**src/rtl/conv_pkg.sv**
```systemverilog
// Shared types for the 3x3 convolution scheduler: pixel/window widths,
// scheduler state encoding and the packed 9-pixel window type.
package conv_pkg;
  localparam int PIX_W = 4;
  localparam int WIN_W = 9 * PIX_W;

  typedef enum logic [1:0] {IDLE, RUN, DRAIN, DONE} state_e;

  typedef logic [8:0][PIX_W-1:0] win_t;
endpackage

```
**src/rtl/conv_window_sched_line_buffer.sv**
```systemverilog
// One image row of storage; combinational read and write share the column
// address, so a read in the accepting cycle returns the value from one row earlier.
module line_buffer #(
  parameter int DEPTH = 16,
  parameter int W     = 4,
  parameter int AW    = $clog2(DEPTH)
) (
  input  logic          clk,
  input  logic          we,
  input  logic [AW-1:0] addr,
  input  logic [W-1:0]  wdata,
  output logic [W-1:0]  rdata
);
  logic [W-1:0] mem [DEPTH];

  assign rdata = mem[addr];

  always_ff @(posedge clk)
    if (we) mem[addr] <= wdata;
endmodule

```
**src/rtl/conv_window_sched.sv**
```systemverilog
// Raster-to-3x3-window scheduler feeding the convolution wrapper.
// Optional stall counter port enabled by defining CONV_SCHED_PERF_EN.
module conv_window_sched #(
  parameter int IMG_W    = 16,
  parameter int IMG_H    = 16,
  parameter int PIX_W    = 4,
  parameter int CONV_LAT = 2
) (
  input  logic                     clk,
  input  logic                     reset,
  input  logic                     start,
  input  logic [PIX_W-1:0]         pix_data,
  input  logic                     pix_valid,
  output logic                     pix_ready,
  output logic [9*PIX_W-1:0]       win_data,
  output logic                     win_valid,
  output logic                     res_valid,
  output logic [$clog2(IMG_H)-1:0] res_row,
  output logic [$clog2(IMG_W)-1:0] res_col,
  output logic                     busy,
  output logic                     done
`ifdef CONV_SCHED_PERF_EN
  , output logic [15:0]            stall_cnt
`endif
);
  import conv_pkg::*;

  localparam int RW = $clog2(IMG_H);
  localparam int CW = $clog2(IMG_W);
  localparam int DW = $clog2(CONV_LAT + 1);
  localparam logic [RW-1:0] ROW_LAST = RW'(IMG_H - 1);
  localparam logic [CW-1:0] COL_LAST = CW'(IMG_W - 1);
  localparam logic [RW-1:0] ROW_TWO  = RW'(2);
  localparam logic [CW-1:0] COL_TWO  = CW'(2);

  state_e                        state_q, state_d;
  logic [RW-1:0]                 row_q, row_d;
  logic [CW-1:0]                 col_q, col_d;
  logic [DW-1:0]                 drain_q, drain_d;
  logic [2:0][1:0][PIX_W-1:0]    h_q, h_d;
  logic [8:0][PIX_W-1:0]         win_q, win_d;
  logic [CONV_LAT:0]             vld_pipe_q, vld_pipe_d;
  logic [CONV_LAT:0][RW-1:0]     rowp_q, rowp_d;
  logic [CONV_LAT:0][CW-1:0]     colp_q, colp_d;
  logic                          ready_q, ready_d, busy_q, busy_d, done_q, done_d;
`ifdef CONV_SCHED_PERF_EN
  logic [15:0]                   stall_q, stall_d;
`endif

  logic                  accept;
  logic [PIX_W-1:0]      rd1, rd0;
  logic [2:0][PIX_W-1:0] nxt;

  assign accept = pix_valid && ready_q;
  // Newest column entering each window row; row 0 is the oldest image row.
  assign nxt    = {pix_data, rd1, rd0};

  line_buffer #(.DEPTH(IMG_W), .W(PIX_W), .AW(CW)) u_lb1 (
    .clk(clk), .we(accept), .addr(col_q), .wdata(pix_data), .rdata(rd1)
  );
  line_buffer #(.DEPTH(IMG_W), .W(PIX_W), .AW(CW)) u_lb0 (
    .clk(clk), .we(accept), .addr(col_q), .wdata(rd1), .rdata(rd0)
  );

  always_comb begin
    state_d    = state_q;
    row_d      = row_q;
    col_d      = col_q;
    drain_d    = drain_q;
    h_d        = h_q;
    win_d      = win_q;
    vld_pipe_d = {vld_pipe_q[CONV_LAT-1:0], 1'b0};
    rowp_d     = {rowp_q[CONV_LAT-1:0], {RW{1'b0}}};
    colp_d     = {colp_q[CONV_LAT-1:0], {CW{1'b0}}};
`ifdef CONV_SCHED_PERF_EN
    stall_d    = stall_q;
`endif
    unique case (state_q)
      IDLE: if (start) begin
        state_d = RUN;
        row_d   = '0;
        col_d   = '0;
`ifdef CONV_SCHED_PERF_EN
        stall_d = '0;
`endif
      end
      RUN: if (accept) begin
        for (int r = 0; r < 3; r++) h_d[r] = {nxt[r], h_q[r][1]};
        if (row_q >= ROW_TWO && col_q >= COL_TWO) begin
          for (int r = 0; r < 3; r++) begin
            win_d[3*r]   = h_q[r][0];
            win_d[3*r+1] = h_q[r][1];
            win_d[3*r+2] = nxt[r];
          end
          vld_pipe_d[0] = 1'b1;
          rowp_d[0]     = row_q - ROW_TWO;
          colp_d[0]     = col_q - COL_TWO;
        end
        if (col_q == COL_LAST) begin
          col_d = '0;
          if (row_q == ROW_LAST) begin
            state_d = DRAIN;
            drain_d = '0;
          end else begin
            row_d = row_q + RW'(1);
          end
        end else begin
          col_d = col_q + CW'(1);
        end
      end
`ifdef CONV_SCHED_PERF_EN
      else if (stall_q != 16'hFFFF) stall_d = stall_q + 16'd1;
`endif
      // One extra cycle past CONV_LAT lets the final result leave the pipe first.
      DRAIN: if (drain_q == DW'(CONV_LAT)) state_d = DONE;
             else drain_d = drain_q + DW'(1);
      DONE:    state_d = IDLE;
      default: state_d = IDLE;
    endcase
    ready_d = (state_d == RUN);
    busy_d  = (state_d != IDLE);
    done_d  = (state_d == DONE);
  end

  always_ff @(posedge clk or negedge reset) begin
    if (!reset) begin
      state_q    <= IDLE;
      row_q      <= '0;
      col_q      <= '0;
      drain_q    <= '0;
      h_q        <= '0;
      win_q      <= '0;
      vld_pipe_q <= '0;
      rowp_q     <= '0;
      colp_q     <= '0;
      ready_q    <= 1'b0;
      busy_q     <= 1'b0;
      done_q     <= 1'b0;
`ifdef CONV_SCHED_PERF_EN
      stall_q    <= '0;
`endif
    end else begin
      state_q    <= state_d;
      row_q      <= row_d;
      col_q      <= col_d;
      drain_q    <= drain_d;
      h_q        <= h_d;
      win_q      <= win_d;
      vld_pipe_q <= vld_pipe_d;
      rowp_q     <= rowp_d;
      colp_q     <= colp_d;
      ready_q    <= ready_d;
      busy_q     <= busy_d;
      done_q     <= done_d;
`ifdef CONV_SCHED_PERF_EN
      stall_q    <= stall_d;
`endif
    end
  end

  assign pix_ready = ready_q;
  assign win_data  = win_q;
  assign win_valid = vld_pipe_q[0];
  assign res_valid = vld_pipe_q[CONV_LAT];
  assign res_row   = rowp_q[CONV_LAT];
  assign res_col   = colp_q[CONV_LAT];
  assign busy      = busy_q;
  assign done      = done_q;
`ifdef CONV_SCHED_PERF_EN
  assign stall_cnt = stall_q;
`endif
endmodule

```
**config.mk**
```make
export PLATFORM = sky130hd
export DESIGN_NAME = conv_window_sched
export DESIGN_NICKNAME = d
export VERILOG_FILES = /design/src/rtl/conv_pkg.sv /design/src/rtl/conv_window_sched_line_buffer.sv /design/src/rtl/conv_window_sched.sv
export SDC_FILE = /design/constraint.sdc
export NUM_CORES = 1
export LEC_CHECK = 0
export BUFFER_PORTS_ARGS = -buffer_cell sky130_fd_sc_hd__buf_4
export CORE_ASPECT_RATIO = 2
export CORE_UTILIZATION = 35
export CTS_BUF_LIST = sky130_fd_sc_hd__clkbuf_4 sky130_fd_sc_hd__clkbuf_8
export DETAILED_ROUTE_END_ITERATION = 16
export PLACE_DENSITY_LB_ADDON = 0.1
export SYNTH_ARGS = -nofsm -noshare
export SYNTH_HDL_FRONTEND = slang
export SYNTH_HIERARCHICAL = 1
export SYNTH_SLANG_ARGS = --single-unit
```
**constraint.sdc**
```tcl
create_clock -name clk -period 2.77 [get_ports clk]
set_input_delay 0.554 -clock clk [delete_from_list [all_inputs] [get_ports clk]]
set_output_delay 0.554 -clock clk [all_outputs]
set_load 0.005 [all_outputs]
```
Word level (Yosys, flattened, before mapping):

Memories as Yosys holds them, arrays and structs flattened.
Index checks and enable logic that the tools add are counted.

* bits in registers: 102
* output and inout port bits: 49
* input bits: 8
* memory bits (writable): 128
* memories kept: 2
* word-level logic and storage cells: 93

Memories
* u_lb0.mem: depth 16, bits a word 4, read ports 1, clocked after Yosys merged registers in 0, wr ports 1, line conv_window_sched_line_buffer.sv:14 `logic [W-1:0] mem [DEPTH];`
* u_lb1.mem: depth 16, bits a word 4, read ports 1, clocked after Yosys merged registers in 0, wr ports 1, line conv_window_sched_line_buffer.sv:14

* $lt $le $gt $ge: 2
* multiplexer cells: 30
* $add $sub $neg: 5
* eq/ne operators: 14
* reduce and logical (&&, ||, !) cells: 11

Operator list (number)
* $mux W4: 12
* $mux W2: 9
* $pmux W4 S2: 2
* $ne A2 B2 Y1 const B: 6
* $reduce_and A5 Y1: 2
* $add A4 B1 Y4 const B: 2
* $eq A2 B2 Y1 const B: 4
* $eq A4 B4 Y1 const B: 2
* $ge A4 B2 Y1 const B: 2
* $pmux W2 S4: 1
* $sub A4 B2 Y4 const B: 2
* $reduce_and A3 Y1: 2
* $reduce_bool A2 Y1: 3
* $mux W1: 5
* $eq A2 B1 Y1 const B: 2
* $pmux W2 S2: 1
* $add A2 B1 Y2 const B: 1
* $logic_and A1 B1 Y1: 2
* $logic_not A2 Y1: 1
* $reduce_and A2 Y1: 1

Depth between registers and ports, before layout:

Gate-level depths: netlist (run 1).

* depth after elaboration: 6
* mapped depth: 9

By module:

Netlist (run 1), hierarchy kept.

By module, submodules not included
* line_buffer: area an instance 2578.7 sq um, instances 2, seq. area each 1921.8 sq um, cells an instance 129
* conv_window_sched: area an instance 3918.8 sq um, instances 1, seq. area each 2552.4 sq um, cells an instance 390

Worst setup path before layout (run 1):

OpenSTA, ideal clock, no wires.

* path type: register to register
* from: register col_q[0]
* to: memory u_lb0.mem[0][2] (data pin)
* setup slack: 0.727 ns
* stages on the path, launching flop included: 6
* data required time: 2.401 ns
* clock period less this slack: 2.043 ns
* path buffers: 2
* setup time: 0.369 ns
* data arrival time: 1.674 ns
* cells stage by stage: dfrtp_1 > buf_6 > buf_12 > mux4_2 > a22oi_2 > nand3_1

* cells in the longest elaborated chain, start to end: 1

RTL lines
* start: declaration: line conv_window_sched.sv:38 `logic [CW-1:0] col_q, col_d;`
* start signal: assignment: line conv_window_sched.sv:145 `col_q <= col_d;`
* $mem_v2 Z16 W4
* net rd1[2]: line conv_window_sched.sv:51 `logic [PIX_W-1:0] rd1, rd0;`
* end: declaration: line conv_window_sched_line_buffer.sv:14

The timed path passes the listed nets, and every way through them passes these cells.

Worst setup path in the final report (run 1):

* from: register col_q[1]
* to: register row_q[0]

* cells in the longest elaborated chain, start to end: 3

RTL lines
* $eq A4 B4 Y1: line conv_window_sched.sv:99 `if (col_q == COL_LAST) begin`
* $ne A2 B2 Y1 (no source line)
* $reduce_and A5 Y1 (no source line)
* end signal: assignment: line conv_window_sched.sv:144 `row_q <= row_d;`
* end: declaration: line conv_window_sched.sv:37 `logic [RW-1:0] row_q, row_d;`

No other way between the ends.
A chain may end at the register's enable or synchronous reset.

==> impl_metrics.tcl, run 1 <==
set metrics [dict create \
    p_sw_uw 3250 \
    grtUsageTotal_pct 15.8 \
    clk_pin_slew_ns 0.07 \
    critPathCaptureType "flop" \
    final_hold_viol_count 0 \
    drv_slew 0 \
    die_w_um 116 \
    drive_above_1_share_pct 21.2 \
    coreArea_mm2 0.0255 \
    cp.required_ns 3.23 \
    drt-initial-drc-count 252 \
    dominantRegCellSynth "edfxtp_1" \
    path_cells "ha_1 > nand3_1 > or4_1 > o21ai_1 > a22o_1" \
    grt_start_max_net_pins 77 \
    area_growth_pct 17.2 \
    place_congestion 0.768 \
    nets 744 \
    fin_setup_tns_ns 0 \
    met3_length_um 693 \
    overflow 0 \
    hpwl_um 13200 \
    synth_edf_count 128 \
    ys.warnings.count 6 \
    yosysSeqAreaShare_pct 70.5 \
    swShare_pct 30.8 \
    startpoint_type "flop" \
    final_util_pct 41.6 \
    synthCells 648 \
    p_leak_uw 0.00438 \
    dr.pass1.iters 4 \
    antenna_found_initial 0 \
    top_level_ports 57 \
    p_comb_share_pct 24.8 \
    grt_pass1_vias 5755 \
    highest_layer "met4" \
    ctsRootBufferMaster "clkbuf_8" \
    dieArea_mm2 0.0266 \
    avgRoutedWirePerCell_um 18.2 \
    cellPowerDensity_mw_per_mm2 993 \
    syn_nets 665 \
    cpLargestDelayFamily "simple AND/OR/NAND/NOR gates" \
    cts_made_buffers 35 \
    fin_crit_sh_pct 83.6 \
    multi_input_area_mm2 0.00242 \
    fin_crit_ns 2.31 \
    clk_latency_ns 0.52 \
    port_buffers 56 \
    cts_tree "done" \
    seqCellArea_mm2 0.00640 \
    cp_data_arrival_time_ns 2.77 \
    ys_seq_elements 230 \
    status "completed" \
    clockPowerShare_pct 28.5 \
    synth_cell_type_count 41 \
    relSlewSlack_pct 52.7 \
    tightestPinTransition_ns 0.704 \
    num_vias 5294 \
    clockBufferDepth 3 \
    path_max_fanout 16 \
    vias_per_cell 4.85 \
    drt-total-wl_um 19800 \
    ys_async_sr_fraction_pct 44.3 \
    wl_met1_um 6790 \
    finalSetupViolCount 0 \
    fill_cells 2454 \
    critPathKind "reg2reg" \
    route.met2.wl_um 11700 \
    rows 83 \
    grt_pass1_wl_um 31400 \
    pwr-share-seq_pct 46.7 \
    insertedDiodeCount 0 \
    p_int_uw 7310 \
    slowest_stage "dfrtp_1" \
    max_stage_delay_ns 0.79 \
    htree_num_levels 2 \
    clock.fmax_mhz 432 \
    die_y_um 230 \
    start_util_pct 35.5 \
    antenna_left 0 \
    hold_path.class "in2reg" \
    rsz0062_at_grt "false" \
    netlist_area_mm2 0.00908 \
    skew_ns 0.0142 \
    drc_errors 0 \
    path_buf_inv 0 \
    cap_violations 0 \
    cts_setup_buffers 0 \
    numClockSinks 230 \
    peakVddDrop_v 0.000326 \
    syn-mean-instance-area_um2 14.0 \
]
[cells in the mapped netlist (4+ instances only)]
master,number,share of area (%)
a22oi_1,7,0.58
buf_2,11,0.61
buf_6,6,0.74
clkbuf_1,8,0.33
dfrtp_1,102,28
edfxtp_1,128,42
ha_1,9,1.2
inv_1,8,0.33
mux4_1,12,3.5
mux4_2,20,5.0
nand2_1,199,8.2
nand2b_1,4,0.28
nand3_1,25,1.4
nand3b_1,4,0.33
nor2_1,39,1.6
nor2b_1,5,0.34
nor3_1,12,0.66
o21ai_1,7,0.39
o31ai_1,5,0.41
xnor2_1,4,0.39
[per-layer routing]
| metal | up-vias | GRT usage, % |
|---|---|---|
| li1 | 2450 | - |
| met1 | 2681 | 15.8 |
| met2 | 117 | 30.8 |
| met3 | 46 | 2.45 |
| met4 | 0 | 7.17 |
| met5 | - | 0 |
[kinds of logic (layout without fill, tap and decap cells)]
| logic type | count (synthesis) | in the layout | share of synthesized area (%) |
|---|---|---|---|
| simple gates | 304 | 304 | 14.3 |
| flops | 230 | 230 | 70.5 |
| buf+inv | 40 | 143 | 2.84 |
| mux | 33 | 33 | 8.55 |
| compound gates | 28 | 28 | 2.23 |
| fa+ha+maj | 9 | 9 | 1.24 |
| xor+xnor | 4 | 4 | 0.386 |
[registers in the layout, summed over array words and instances (netlist names), 2 cells and up]
signal      count
vld_pipe_q      3
u_lb0/mem      64
res_row         4
drain_q         2
rowp_d          8
colp_d          8
col_q           4
res_col         4
h_q            24
state_q         2
row_q           4
u_lb1/mem      64
win_data       36
[cell usage in the layout (no fill, tap or decap), types with 4 or more instances in the layout]
| master | instances |
|---|---|
| edfxtp_1 | 128 |
| nor2_1 | 39 |
| clkbuf_8 | 40 |
| a22oi_1 | 7 |
| nor2b_1 | 5 |
| buf_4 | 68 |
| inv_1 | 8 |
| nor3_1 | 12 |
| clkinv_2 | 8 |
| ha_1 | 9 |
| o21ai_1 | 7 |
| xnor2_1 | 4 |
| nand2_1 | 199 |
| nand3b_1 | 4 |
| clkbuf_4 | 7 |
| mux4_1 | 12 |
| o31ai_1 | 5 |
| dfrtp_1 | 101 |
| buf_12 | 4 |
| mux4_2 | 20 |
| nand3_1 | 25 |
| nand2b_1 | 4 |
[power by group through the flow]
stage	Sequential (uW)	Combinational, uW	Clock, uW
global route	5020	2930	3260
finish	4930	2620	3010
detailed placement	5020	2690	0
floorplan	4860	1580	0
global placement	4990	2640	0
CTS	4950	2690	3140
[layout make-up]
| cell class | instances | area share, % |
|---|---|---|
| sequential | 230 | 60.1 |
| multi-input combinational | 378 | 22.8 |
| clock inverter | 14 | 1.40 |
| inverter | 9 | 0.365 |
| clock buffer | 47 | 5.67 |
| tap | 340 | 4.00 |
| timing repair buffer | 73 | 5.65 |
[metrics by stage]
step	power, uW	hold WS [ns]	cells	cell area, um^2	setup slack, ns
floorplan	6440	0.258	648	9080	0.727
global placement	7630	0.332	1029	9870	0.428
detailed placement	7700	0.335	1029	9870	0.357
CTS	10800	0.299	1091	10600	0.435
global route	11200	0.338	1091	10600	0.280
finish	10600	0.331	1091	10600	0.456
[what timing repair did]
| action | CTS | global route |
|---|---|---|
| endpoints found under the hold margin | 26 | 0 |
| hold buffers | 1 | 0 |
| resized for setup | 0 | 0 |
[final timing paths]
path / start / endpoint / cells past startpoint / slack, ns
min reg2reg: rowp_d[10]$_DFF_PN0_ / res_row[2]$_DFF_PN0_ / 0 / 0.35
max: col_q[1]$_DFFE_PN0P_ / row_q[0]$_DFFE_PN0P_ / 5 / 0.46
min: start / busy$_DFF_PN0_ / 3 / 0.33
max reg2reg: col_q[1]$_DFFE_PN0P_ / row_q[0]$_DFFE_PN0P_ / 5 / 0.46
max in group asynchronous: reset / win_data[12]$_DFFE_PN0P_ / 3 / 1.54
min in group asynchronous: reset / pix_ready$_DFF_PN0_ / 2 / 0.49
[tightest hold or removal path, cell delays in order]
cell	delay, ns
buf_4	0.10
nor3_1	0.04
a21oi_1	0.11
(Power assumes the default switching activity.)
==> run 2: changes to the inputs <==
ABC_AREA = 1   (was unset)
clock period = 2.31 ns   (was 2.77 ns; I/O delays follow)
==> impl_metrics.tcl, run 2 <==
set metrics [dict create \
    status "completed" \
    cts_tree "done" \
    synth_cell_type_count 23 \
    critPathCaptureType "flop" \
    ctsRootBufferMaster "clkbuf_8" \
    relSlewSlack_pct 69.6 \
    finalSetupViolCount 0 \
    final_cell_mix "nand2_1 (421), edfxtp_1 (128), dfrtp_1 (101)" \
    critPathKind "reg2reg" \
    rows 85 \
    fin_setup_tns_ns 0 \
    tightestPinTransition_ns 0.456 \
    fin_hold_ws_ns 0.272 \
    port_buffers 56 \
    dominantRegCellSynth "edfxtp_1" \
    place_congestion 0.747 \
    cp_data_arrival_time_ns 2.22 \
    ys.warnings.count 6 \
    die_w_um 119 \
    syn-mean-instance-area_um2 10.1 \
    p_leak_uw 0.00519 \
    fin_crit_ns 2.02 \
    cp.required_ns 2.51 \
    clock.fmax_mhz 496 \
    num_vias 6325 \
    syn_nets 966 \
    final_hold_viol_count 0 \
    clk_pin_slew_ns 0.06 \
    drv_slew 0 \
    cts_setup_buffers 0 \
    cap_violations 0 \
    hpwl_um 15500 \
    clk_latency_ns 0.55 \
    drt-total-wl_um 22300 \
    synth.most_common_cell "nand2_1" \
    synth_area_leaders "edfxtp_1 (40%), dfrtp_1 (27%), nand2_1 (16%)" \
    numClockSinks 230 \
    cts_made_buffers 35 \
    synth.largest_area_cell "edfxtp_1" \
    top_level_ports 57 \
    hold_path.class "in2reg" \
    drc_errors 0 \
    peakVddDrop_v 0.000508 \
    grt_pass1_wl_um 35000 \
    r2r-start "col_q[1]$_DFFE_PN0P_" \
    nets 1051 \
    fin_crit_sh_pct 87.3 \
    dieArea_mm2 0.0282 \
    area_growth_pct 15.5 \
    antenna_found_initial 1 \
    skew_ns 0.0262 \
    yosysSeqAreaShare_pct 66.5 \
    cellPowerDensity_mw_per_mm2 1170 \
    grtUsageTotal_pct 16.6 \
    drt-initial-drc-count 249 \
    startpoint_type "flop" \
    worstSetupStartpoint "col_q[1]$_DFFE_PN0P_" \
    grt_start_max_net_pins 62 \
    overflow 0 \
    rsz0062_at_grt "false" \
    ys_async_sr_fraction_pct 44.3 \
    grt_pass1_vias 6496 \
    coreArea_mm2 0.0269 \
    drive_above_1_share_pct 18.0 \
    synthCells 949 \
    die_y_um 236 \
    start_util_pct 35.7 \
    synth_common_cells "nand2_1 (421), edfxtp_1 (128), dfrtp_1 (102), inv_1 (68)" \
    synth_top_area_share_pct 40.0 \
    vias_per_cell 4.49 \
    final_common_cell "nand2_1" \
    netlist_area_mm2 0.00961 \
    path_max_fanout 23 \
    avgRoutedWirePerCell_um 15.9 \
    htree_num_levels 2 \
    ys_seq_elements 230 \
    antenna_left 0 \
    cts_resized 0 \
    dr.pass1.iters 4 \
    synth_edf_count 128 \
    min_from "pix_data[2]" \
    clockBufferDepth 3 \
]
-- run 2: timing repair --
action                                  in CTS  in global routing
endpoints found under the hold margin       29                  0
endpoints found under the setup margin       0                  0
hold buffers                                 1                  0
-- run 2: worst paths after layout --
| check | endpoint | slack (ns) | depth (start not counted) |
|---|---|---|---|
| worst max-delay path | u_lb0/mem[4][3]$_DFFE_PP_ | 0.29 | 4 |
| worst min register to register | res_row[1]$_DFF_PN0_ | 0.35 | 0 |
| min in group asynchronous | win_data[15]$_DFFE_PN0P_ | 0.40 | 2 |
| max in group asynchronous | col_q[0]$_DFFE_PN0P_ | 1.22 | 3 |
| worst min-delay path | u_lb1/mem[15][2]$_DFFE_PP_ | 0.27 | 1 |
| worst max register to register | u_lb0/mem[4][3]$_DFFE_PP_ | 0.29 | 4 |
-- run 2: power by group --
part           switching (uW)  total [uW]  internal (uW)
registers                 382        5800           5420
logic                    2550        3960           1400
clock network            1570        3260           1690
-- run 2: worst max-delay path, stage by stage (launching register included) --
cell	delay [ns]
dfrtp_1	0.48
buf_4	0.28
inv_2	0.23
nand3_1	0.26
nor2_1	0.42
-- run 2: through the flow --
step	setup slack (ns)	area, um^2	util (%)	std cells	total power, uW
final	0.293	11100	41.3	1408	13000
after global routing	0.129	11100	41.3	1408	13900
after CTS	0.227	11100	41.3	1407	13300
after detailed placement	0.251	10400	38.8	1344	9950
after global placement	0.259	10400	38.8	1344	9930
after floorplan	0.707	9610	-	949	8120
-- run 2: logic make-up after synthesis --
kind of cell	Yosys count	synth area share (%)
and+or+nand+nor	540	22.7
DFF	230	66.5
buffers and inverters	108	6.17
AOI/OAI and AO/OA	58	3.02
adders and majority gates	9	1.17
xor gates and xnor gates	4	0.365
-- run 2: final cells by class --
type / instances / area [um^2]
inverter: 75 / 297
clock inverter: 12 / 65.1
timing repair buffer: 81 / 686
sequential: 230 / 6400
multi-input combinational: 611 / 2620
fill: 2724 / 15800
clock buffer: 50 / 601
tap: 348 / 435
antenna: 1 / 2.50
-- run 2: metal layers --
layer	GRT usage, %	share of wire [%]	vias to the layer above
met5	0	0	-
met4	8.32	4.1	0
met3	2.73	2.8	58
met2	33.0	58	104
met1	15.8	35	2997
li1	-	-	3166
